**src/rtl/tempsens_pkg.sv**
```systemverilog
// Shared types and segment constants for the temperature display sequencer.
package tempsens_pkg;

  typedef enum logic [2:0] {
    IDLE,
    CONV,
    SHOW_H,
    SHOW_T,
    SHOW_O,
    BLANK
  } state_t;

  localparam logic [6:0] SEG_0     = 7'h3F;
  localparam logic [6:0] SEG_1     = 7'h06;
  localparam logic [6:0] SEG_2     = 7'h5B;
  localparam logic [6:0] SEG_3     = 7'h4F;
  localparam logic [6:0] SEG_4     = 7'h66;
  localparam logic [6:0] SEG_5     = 7'h6D;
  localparam logic [6:0] SEG_6     = 7'h7D;
  localparam logic [6:0] SEG_7     = 7'h07;
  localparam logic [6:0] SEG_8     = 7'h7F;
  localparam logic [6:0] SEG_9     = 7'h6F;
  localparam logic [6:0] SEG_BLANK = 7'h00;
  localparam int unsigned DP_BIT   = 7;

  // Leading-zero suppression: first digit state for a given hundreds/tens pair.
  function automatic state_t first_show(input logic [3:0] hund, input logic [3:0] tens);
    if (hund != 4'd0)      return SHOW_H;
    else if (tens != 4'd0) return SHOW_T;
    else                   return SHOW_O;
  endfunction

endpackage

```
**src/rtl/tempsens_seg7_dec.sv**
```systemverilog
// BCD digit to 7-segment decoder (g..a, active-high); non-decimal codes go blank.
module tempsens_seg7_dec
  import tempsens_pkg::*;
(
  input  logic [3:0] digit,
  output logic [6:0] seg
);

  always_comb begin
    seg = SEG_BLANK;
    case (digit)
      4'd0: seg = SEG_0;
      4'd1: seg = SEG_1;
      4'd2: seg = SEG_2;
      4'd3: seg = SEG_3;
      4'd4: seg = SEG_4;
      4'd5: seg = SEG_5;
      4'd6: seg = SEG_6;
      4'd7: seg = SEG_7;
      4'd8: seg = SEG_8;
      4'd9: seg = SEG_9;
      default: seg = SEG_BLANK;
    endcase
  end

endmodule

```
**src/rtl/tempsens_disp_seq.sv**
```systemverilog
// Converts a temperature code to BCD by sequential double-dabble and cycles its
// digits on a 7-segment display, with a one-deep last-value-wins pending slot.
module tempsens_disp_seq
  import tempsens_pkg::*;
#(
  parameter int unsigned VAL_W        = 7,
  parameter int unsigned DWELL_CYCLES = 2500
) (
  input  logic             CLK,
  input  logic             RESET,
  input  logic [VAL_W-1:0] VAL_I,
  input  logic             VAL_VALID_I,
  output logic [7:0]       LED_O,
  output logic             BUSY_O
);

  localparam int unsigned CNT_MAX = (DWELL_CYCLES > VAL_W) ? DWELL_CYCLES : VAL_W;
  localparam int unsigned CNT_W   = $clog2(CNT_MAX + 1);
  localparam logic [CNT_W-1:0] DWELL_LOAD = CNT_W'(DWELL_CYCLES - 1);
  localparam logic [CNT_W-1:0] CONV_LOAD  = CNT_W'(VAL_W - 1);

  state_t           state, state_next;
  logic [CNT_W-1:0] cnt;
  logic [VAL_W-1:0] work;
  logic [VAL_W-1:0] pend_val;
  logic             pend_flag;
  logic [11:0]      bcd, bcd_adj, bcd_shift;
  logic [3:0]       digit;
  logic [6:0]       seg;
  logic [7:0]       led_next;
  logic             cnt_done, consume;

  assign cnt_done = (cnt == '0);
  assign consume  = (state == BLANK) && cnt_done && pend_flag;

  always_comb begin
    bcd_adj = bcd;
    for (int unsigned i = 0; i < 3; i++) begin
      if (bcd[i*4 +: 4] >= 4'd5) bcd_adj[i*4 +: 4] = bcd[i*4 +: 4] + 4'd3;
    end
    bcd_shift = {bcd_adj[10:0], work[VAL_W-1]};
  end

  always_ff @(posedge CLK or posedge RESET) begin
    if (RESET) state <= IDLE;
    else       state <= state_next;
  end

  // On the last CONV cycle the digit choice must use the post-shift BCD value.
  always_comb begin
    state_next = state;
    case (state)
      IDLE:    if (VAL_VALID_I) state_next = CONV;
      CONV:    if (cnt_done) state_next = first_show(bcd_shift[11:8], bcd_shift[7:4]);
      SHOW_H:  if (cnt_done) state_next = SHOW_T;
      SHOW_T:  if (cnt_done) state_next = SHOW_O;
      SHOW_O:  if (cnt_done) state_next = BLANK;
      BLANK:   if (cnt_done) state_next = pend_flag ? CONV : first_show(bcd[11:8], bcd[7:4]);
      default: state_next = IDLE;
    endcase
  end

  always_comb begin
    digit    = '0;
    led_next = '0;
    BUSY_O   = (state == CONV);
    case (state)
      SHOW_H: begin
        digit    = bcd[11:8];
        led_next = {1'b0, seg};
      end
      SHOW_T: begin
        digit    = bcd[7:4];
        led_next = {1'b0, seg};
      end
      SHOW_O: begin
        digit            = bcd[3:0];
        led_next         = {1'b0, seg};
        led_next[DP_BIT] = 1'b1;
      end
      default: ;
    endcase
  end

  tempsens_seg7_dec u_dec (
    .digit (digit),
    .seg   (seg)
  );

  always_ff @(posedge CLK or posedge RESET) begin
    if (RESET) begin
      LED_O     <= '0;
      cnt       <= '0;
      work      <= '0;
      bcd       <= '0;
      pend_val  <= '0;
      pend_flag <= 1'b0;
    end else begin
      LED_O <= led_next;

      if (state_next != state)
        cnt <= (state_next == CONV) ? CONV_LOAD : DWELL_LOAD;
      else if (!cnt_done)
        cnt <= cnt - 1'b1;

      if (state == IDLE && VAL_VALID_I) begin
        work <= VAL_I;
        bcd  <= '0;
      end else if (consume) begin
        work <= pend_val;
        bcd  <= '0;
      end else if (state == CONV) begin
        work <= work << 1;
        bcd  <= bcd_shift;
      end

      // A strobe coinciding with consumption re-arms the slot with the new value.
      if (VAL_VALID_I && state != IDLE) begin
        pend_val  <= VAL_I;
        pend_flag <= 1'b1;
      end else if (consume) begin
        pend_flag <= 1'b0;
      end
    end
  end

endmodule

```
**config.mk**
```make
export PLATFORM = sky130hd
export DESIGN_NAME = tempsens_disp_seq
export DESIGN_NICKNAME = d
export VERILOG_FILES = /design/src/rtl/tempsens_pkg.sv /design/src/rtl/tempsens_seg7_dec.sv /design/src/rtl/tempsens_disp_seq.sv
export SDC_FILE = /design/constraint.sdc
export NUM_CORES = 1
export LEC_CHECK = 0
export CORE_MARGIN = 1.5
export CORE_UTILIZATION = 55
export CTS_CLUSTER_DIAMETER = 100
export DETAILED_ROUTE_END_ITERATION = 10
export PLACE_DENSITY = 0.75
export RECOVER_POWER = 25
export SYNTH_ARGS = -nofsm -noshare
export SYNTH_HDL_FRONTEND = slang
export SYNTH_SLANG_ARGS = --single-unit
```
**constraint.sdc**
```tcl
create_clock -name CLK -period 3.2 [get_ports CLK]
set_clock_uncertainty 0.1 [all_clocks]
set_input_delay 0.96 -clock CLK [delete_from_list [all_inputs] [get_ports CLK]]
set_output_delay 0.96 -clock CLK [all_outputs]
set_load 0.01 [all_outputs]
```
## After elaboration in Yosys (flattened, before gate mapping)

Memory sizes are Yosys's and may differ from the RTL's.
Index checks and enable logic that the tools add are counted.

- Muxes and demuxes: 28
- Reduce and logical (&&, ||, !) cells: 14
- Add/sub/neg operators: 4
- $lt $le $gt $ge: 3
- Equal/unequal tests: 8

Operators by type and width:

| operator | count |
|---|---|
| $mux W12 | 6 |
| $mux W3 | 12 |
| $mux W7 | 3 |
| $pmux W3 S6 | 1 |
| $pmux W8 S2 | 1 |
| $reduce_bool A4 Y1 | 4 |
| $ge A4 B3 Y1 const B | 3 |
| $logic_not A12 Y1 | 1 |
| $pmux W4 S3 | 1 |
| $sub A12 B1 Y12 const B | 1 |
| $add A4 B2 Y4 const B | 2 |
| $mux W4 | 2 |
| $eq A3 B1 Y1 const B | 2 |
| $eq A3 B2 Y1 const B | 2 |
| $eq A3 B3 Y1 const B | 2 |
| $reduce_bool A3 Y1 | 2 |
| $logic_and A1 B1 Y1 | 4 |
| $add A3 B2 Y3 const B | 1 |
| $logic_not A3 Y1 | 1 |
| $ne A3 B3 Y1 | 1 |
| $mux W1 | 2 |
| $ne A2 B1 Y1 const B | 1 |
| $reduce_bool A2 Y1 | 1 |
| $reduce_or A2 Y1 | 1 |

- Memories kept: 1
- ROM bits: 112
- Input bits: 10
- Register bits after elaboration: 50

Memories:

| name | words | bits a word | rd ports | clocked after memory_dff | write ports | RTL line | text |
|---|---|---|---|---|---|---|---|
| (no name shown) | 16 | 7 | 1 | 0 | 0 | tempsens_seg7_dec.sv:11 | `case (digit)` |

## Longest topological paths before layout

Gate-level depths: netlist of run 1.

- Depth after elaboration: 10
- Depth in mapped cells: 10
- Depth with buffers taken out: 9

## By module

Synthesis of run 1 repeated with hierarchy kept, for this count alone.

- Cells, all modules: 346
- Area total of the unflattened synthesis: 3118.0 um^2

Modules (own cells, without submodules):

| module | area an instance (um^2) | cells an instance | sequential area each (um^2) | instances |
|---|---|---|---|---|
| tempsens_disp_seq | 2899.0 | 318 | 1251.2 | 1 |
| tempsens_seg7_dec | 219.0 | 28 | 0.0 | 1 |

## Worst setup path after synthesis of run 1

No wires, ideal clock.

- Path type: reg-to-reg
- Start: reg bcd[8]
- End: reg cnt[0]
- Setup slack: 0.480 ns
- Buffers on the path: 0
- Setup time: 0.079 ns
- Data required time: 3.021 ns
- Data arrival time: 2.540 ns
- Stages on the path, launching flop included: 10
- Cell sequence: dfrtp_1 inv_1 ha_1 nand2b_1 a21oi_1 mux2i_1 a31oi_4 o41ai_4 mux2i_4 mux2i_1

- Word-level cells in the longest chain between the ends: 9
- Elaborated cells on any way between the ends: 16

RTL lines:

| item | RTL line | text |
|---|---|---|
| start: declaration | tempsens_disp_seq.sv:27 | `logic [11:0] bcd, bcd_adj, bcd_shift;` |
| start signal: assignment | tempsens_disp_seq.sv:114 | `bcd <= bcd_shift;` |
| $ge A4 B3 Y1 or $add A3 B2 Y3 (tied branches) | tempsens_disp_seq.sv:39 | `if (bcd[i*4 +: 4] >= 4'd5) bcd_adj[i*4 +: 4] = bcd[i*4 +: 4] + 4'd3;` |
| $mux W3 | tempsens_disp_seq.sv:39 |  |
| $reduce_bool A4 Y1 | tempsens_pkg.sv:28 | `if (hund != 4'd0) return SHOW_H;` |
| $mux W3 | tempsens_pkg.sv:28 |  |
| $mux W3 | tempsens_disp_seq.sv:54 | `CONV: if (cnt_done) state_next = first_show(bcd_shift[11:8], bcd_shift[7:4]);` |
| $pmux W3 S6 (*) | tempsens_disp_seq.sv:52 | `case (state)` |
| via state_next[0] | tempsens_disp_seq.sv:22 | `state_t state, state_next;` |
| $eq A3 B1 Y1 | tempsens_disp_seq.sv:102 | `cnt <= (state_next == CONV) ? CONV_LOAD : DWELL_LOAD;` |
| $mux W12 | tempsens_disp_seq.sv:102 |  |
| $mux W12 | tempsens_disp_seq.sv:101 | `if (state_next != state)` |
| end signal: assignment | tempsens_disp_seq.sv:102 |  |
| end signal: assignment | tempsens_disp_seq.sv:104 | `cnt <= cnt - 1'b1;` |
| end: declaration | tempsens_disp_seq.sv:23 | `logic [CNT_W-1:0] cnt;` |

Mark *: on every way through the listed nets, which the timed path passes. The rest lies on a longest branch.
A chain may end at the register's enable or synchronous reset.

## Final worst setup path of run 1

- Start: reg state[2]
- End: out BUSY_O

- Word-level cells in the longest chain between the ends: 1

RTL lines:

| item | RTL line | text |
|---|---|---|
| start: declaration | tempsens_disp_seq.sv:22 |  |
| start signal: assignment | tempsens_disp_seq.sv:46 | `else state <= state_next;` |
| $eq A3 B1 Y1 | tempsens_disp_seq.sv:66 | `BUSY_O = (state == CONV);` |
| end: declaration | tempsens_disp_seq.sv:14 | `output logic BUSY_O` |

No other way between the ends.

==> out/qor.txt, run 1 <==
Final Slew Violations: 0
Internal: 877 uW
Post-layout util: 63.1%
Yosys cell types: 57
Net Sw Frac: 21.2%
Fill cell count: 486
Worst vdd ir: 267 uV
Largest net degree at the start of global routing: 30
Finish-stage setup viols: 0
Syn Std Cell Area: 3090 um^2
#FFs+latches synth: 50
Initial antenna violation count: 0
ANT cells: 0
CTS clk-pin slew, worst paths: 0.09 ns
Initial DRC count: 94
Cells along the critical path: or2_2 > or2_4 > inv_2 > clkdlybuf4s50_1
Die area: 6080 um^2
Layout cells sized above 1: 14.5%
Synth top area cells: dfrtp_1 (40%), ha_1 (5.7%), mux2i_1 (5.5%)
Critical Path RT: 2.14 ns
Synth top area share: 40.5%
Period utilization: 96.8%
Global-route usage over all layers: 21.4%
M3 GR Usage: 4.94%
CTS Buffer Depth: 2
Peak Freq: 0.323 GHz
Slew @ Worst Pin: 0.813 ns
RSZ-0062 raised after global routing: false
Yosys top cell by area: dfrtp_1
Die extent in x: 78.0 um
CTS tree: yes
# port buffers: 18
TNS Setup: 0 ns
Post-synthesis sequential area ratio: 40.5%
CTS H-tree depth: 2
Leakage: 0.00159 uW
Outcome: complete, no violations
Global-route met1 utilization: 27.8%
Slew margin rel.: 45.7%
Syn_nets: 339
Commonest cells post-synth: dfrtp_1 (50), nand2_1 (33), nor2_1 (32)
Via count: 2339
Final critical-path required period: 3.10 ns
Vias in the first global route: 2247
Worst Path Arrival: 2.04 ns
Gr ovfl total: 0
Startpoint Class: flop
WL/cell: 14.6 um
Grt peak-use layer: met2
CTS Buf Count: 5
Final hold viol count: 0
Syn-to-layout area delta: 11.7%
Top-count cell post-synth: dfrtp_1
First-pass GRT wire length: 10300 um
Antenna viol nets, final: 0
Seq pwr share: 57.9%
Initial Util: 56.5%
FFs w/ async S/R, synth: 100%
Layout Nets: 361
Clock Latency Late Sink: 0.31 ns
FP Rows: 27
Total Power: 1110 uW
Setup CP Type: flop to output pin
Via density: 5.70
DRC viols: 0
CTS sink count: 50
Number of synthesized flops with an enable pin: 0
Post-CTS Setup Bufs: 0
Synthesis warning total: 0
Average size of a mapped cell: 9.82 um^2
# hold bufs at CTS: 0
Hold Slack: 0.387 ns
Core Area: 5470 um^2
M2 GR Usage: 34.4%
DR pass1 iterations: 4
Clk pwr share: 38.8%
CP peak stage delay: 0.53 ns
Clk root buf: clkbuf_8
Critical path fanouts, max: 9
DRT Wirelength: 5980 um
NetSw: 236 uW
CP Capture Type: output pin
Pwr/cell area: 322 nW/um^2
Top Ports: 19
Slowest cell on the critical path: clkdlybuf4s50_1
Combinational Power Share: 3.3%
Post-Syn Instances: 315
Die Height: 78.0 um
Tightest Hold Check Type: flop to flop
MaxCap Viol Count: 0
Top FF cell, synth: dfrtp_1
Routability-driven placement congestion ratio: 0.907
DP HPWL: 4430 um
critical path, delay by kind of cell (launching register included):
family	cells	cell delay, ns
and+or+nand+nor	2	0.65
buffers and inverters	2	0.59
DFF	1	0.48
final cells by class:
| cell class | instances | area [um^2] | share of cell area, % |
|---|---|---|---|
| Multi-Input combinational cell | 238 | 1710 | 49.3 |
| Sequential cell | 50 | 1250 | 36.2 |
| Timing Repair Buffer | 26 | 238 | 6.88 |
| Clock buffer | 8 | 110 | 3.19 |
| Tap cell | 72 | 90.1 | 2.61 |
| Inverter | 16 | 60.1 | 1.74 |
sequential cells by signal, indices dropped and copies added, names as in the netlist:
signal / flops
cnt: 12
LED_O: 8
pend_val: 7
pend_flag: 1
state: 3
work: 7
bcd: 12
power groups by stage:
stage / clock network [uW] / logic, uW / registers, uW
global placement: 0 / 40.3 / 657
floorplan: 0 / 20.3 / 656
global route: 463 / 41.7 / 645
finish: 432 / 36.5 / 644
CTS: 441 / 41.2 / 644
detailed placement: 0 / 41.2 / 657
timing repair:
| action | in CTS | in global routing |
|---|---|---|
| pin swaps | 0 | 0 |
| gates resized for setup | 1 | 1 |
| setup endpoints to repair | 1 | 1 |
cell usage in the layout, fill, tap and decap left out, types with 2 or more instances in the layout:
cell	n
a21oi_1	15
nor4_4	2
mux2_2	9
clkbuf_8	8
o21ai_1	3
nor3_4	2
a22o_1	6
o21ai_2	2
nor2b_1	6
o22ai_1	3
inv_1	15
buf_4	7
mux2i_1	17
nand4_1	3
nand2_1	33
nor4_1	4
xor2_1	3
nor3_1	8
ha_1	14
dfrtp_1	49
or2b_2	2
nand3_1	3
clkdlybuf4s50_1	17
nor2_1	32
xnor2_1	11
a31oi_1	2
nand2b_1	6
a211oi_1	6
o21ai_0	15
a21o_1	7
layer usage:
layer,up-vias,wire [um]
met5,-,0
met4,0,91
met3,11,203
met2,39,2870
met1,1141,2810
li1,1148,-
worst paths after layout:
path,to,startpoint,slack (ns),cells after the start
setup reg to reg,cnt[6],bcd[8],0.17,9
hold reg to reg,work[4],work[4],0.39,1
min in group asynchronous,cnt[6],RESET,1.13,2
setup / recovery,BUSY_O,state[2],0.10,4
max in group asynchronous,state[2],RESET,0.66,3
hold / removal,work[4],work[4],0.39,1
stage by stage:
step / setup WS (ns) / cells / instance area (um^2)
2_1_floorplan: 0.480 / 315 / 3090
3_3_place_gp: 0.309 / 402 / 3360
3_5_place_dp: 0.208 / 402 / 3360
4_1_cts: 0.0124 / 410 / 3470
5_1_grt: 0.0000495 / 410 / 3460
6_report: 0.102 / 410 / 3460
kinds of logic after synthesis:
logic type / count (synthesis) / share of synthesized area [%]
simple gates: 113 / 19.6
compound gates: 69 / 15.8
flops: 50 / 40.5
mux: 28 / 9.99
buf+inv: 27 / 4.49
xor+xnor: 14 / 3.96
fa+ha+maj: 14 / 5.66
(Power assumes the default switching activity.)
==> run 2: changes to the inputs <==
--- a/config.mk
+++ b/config.mk
@@ -7,10 +7,10 @@
 export LEC_CHECK = 0
 export CORE_MARGIN = 1.5
 export CORE_UTILIZATION = 55
-export CTS_CLUSTER_DIAMETER = 100
 export DETAILED_ROUTE_END_ITERATION = 10
 export PLACE_DENSITY = 0.75
 export RECOVER_POWER = 25
+export SLEW_MARGIN = 15
 export SYNTH_ARGS = -nofsm -noshare
 export SYNTH_HDL_FRONTEND = slang
 export SYNTH_SLANG_ARGS = --single-unit
==> results of run 2 <==
No change in the layout: final DEF, timing and power equal those of run 1.
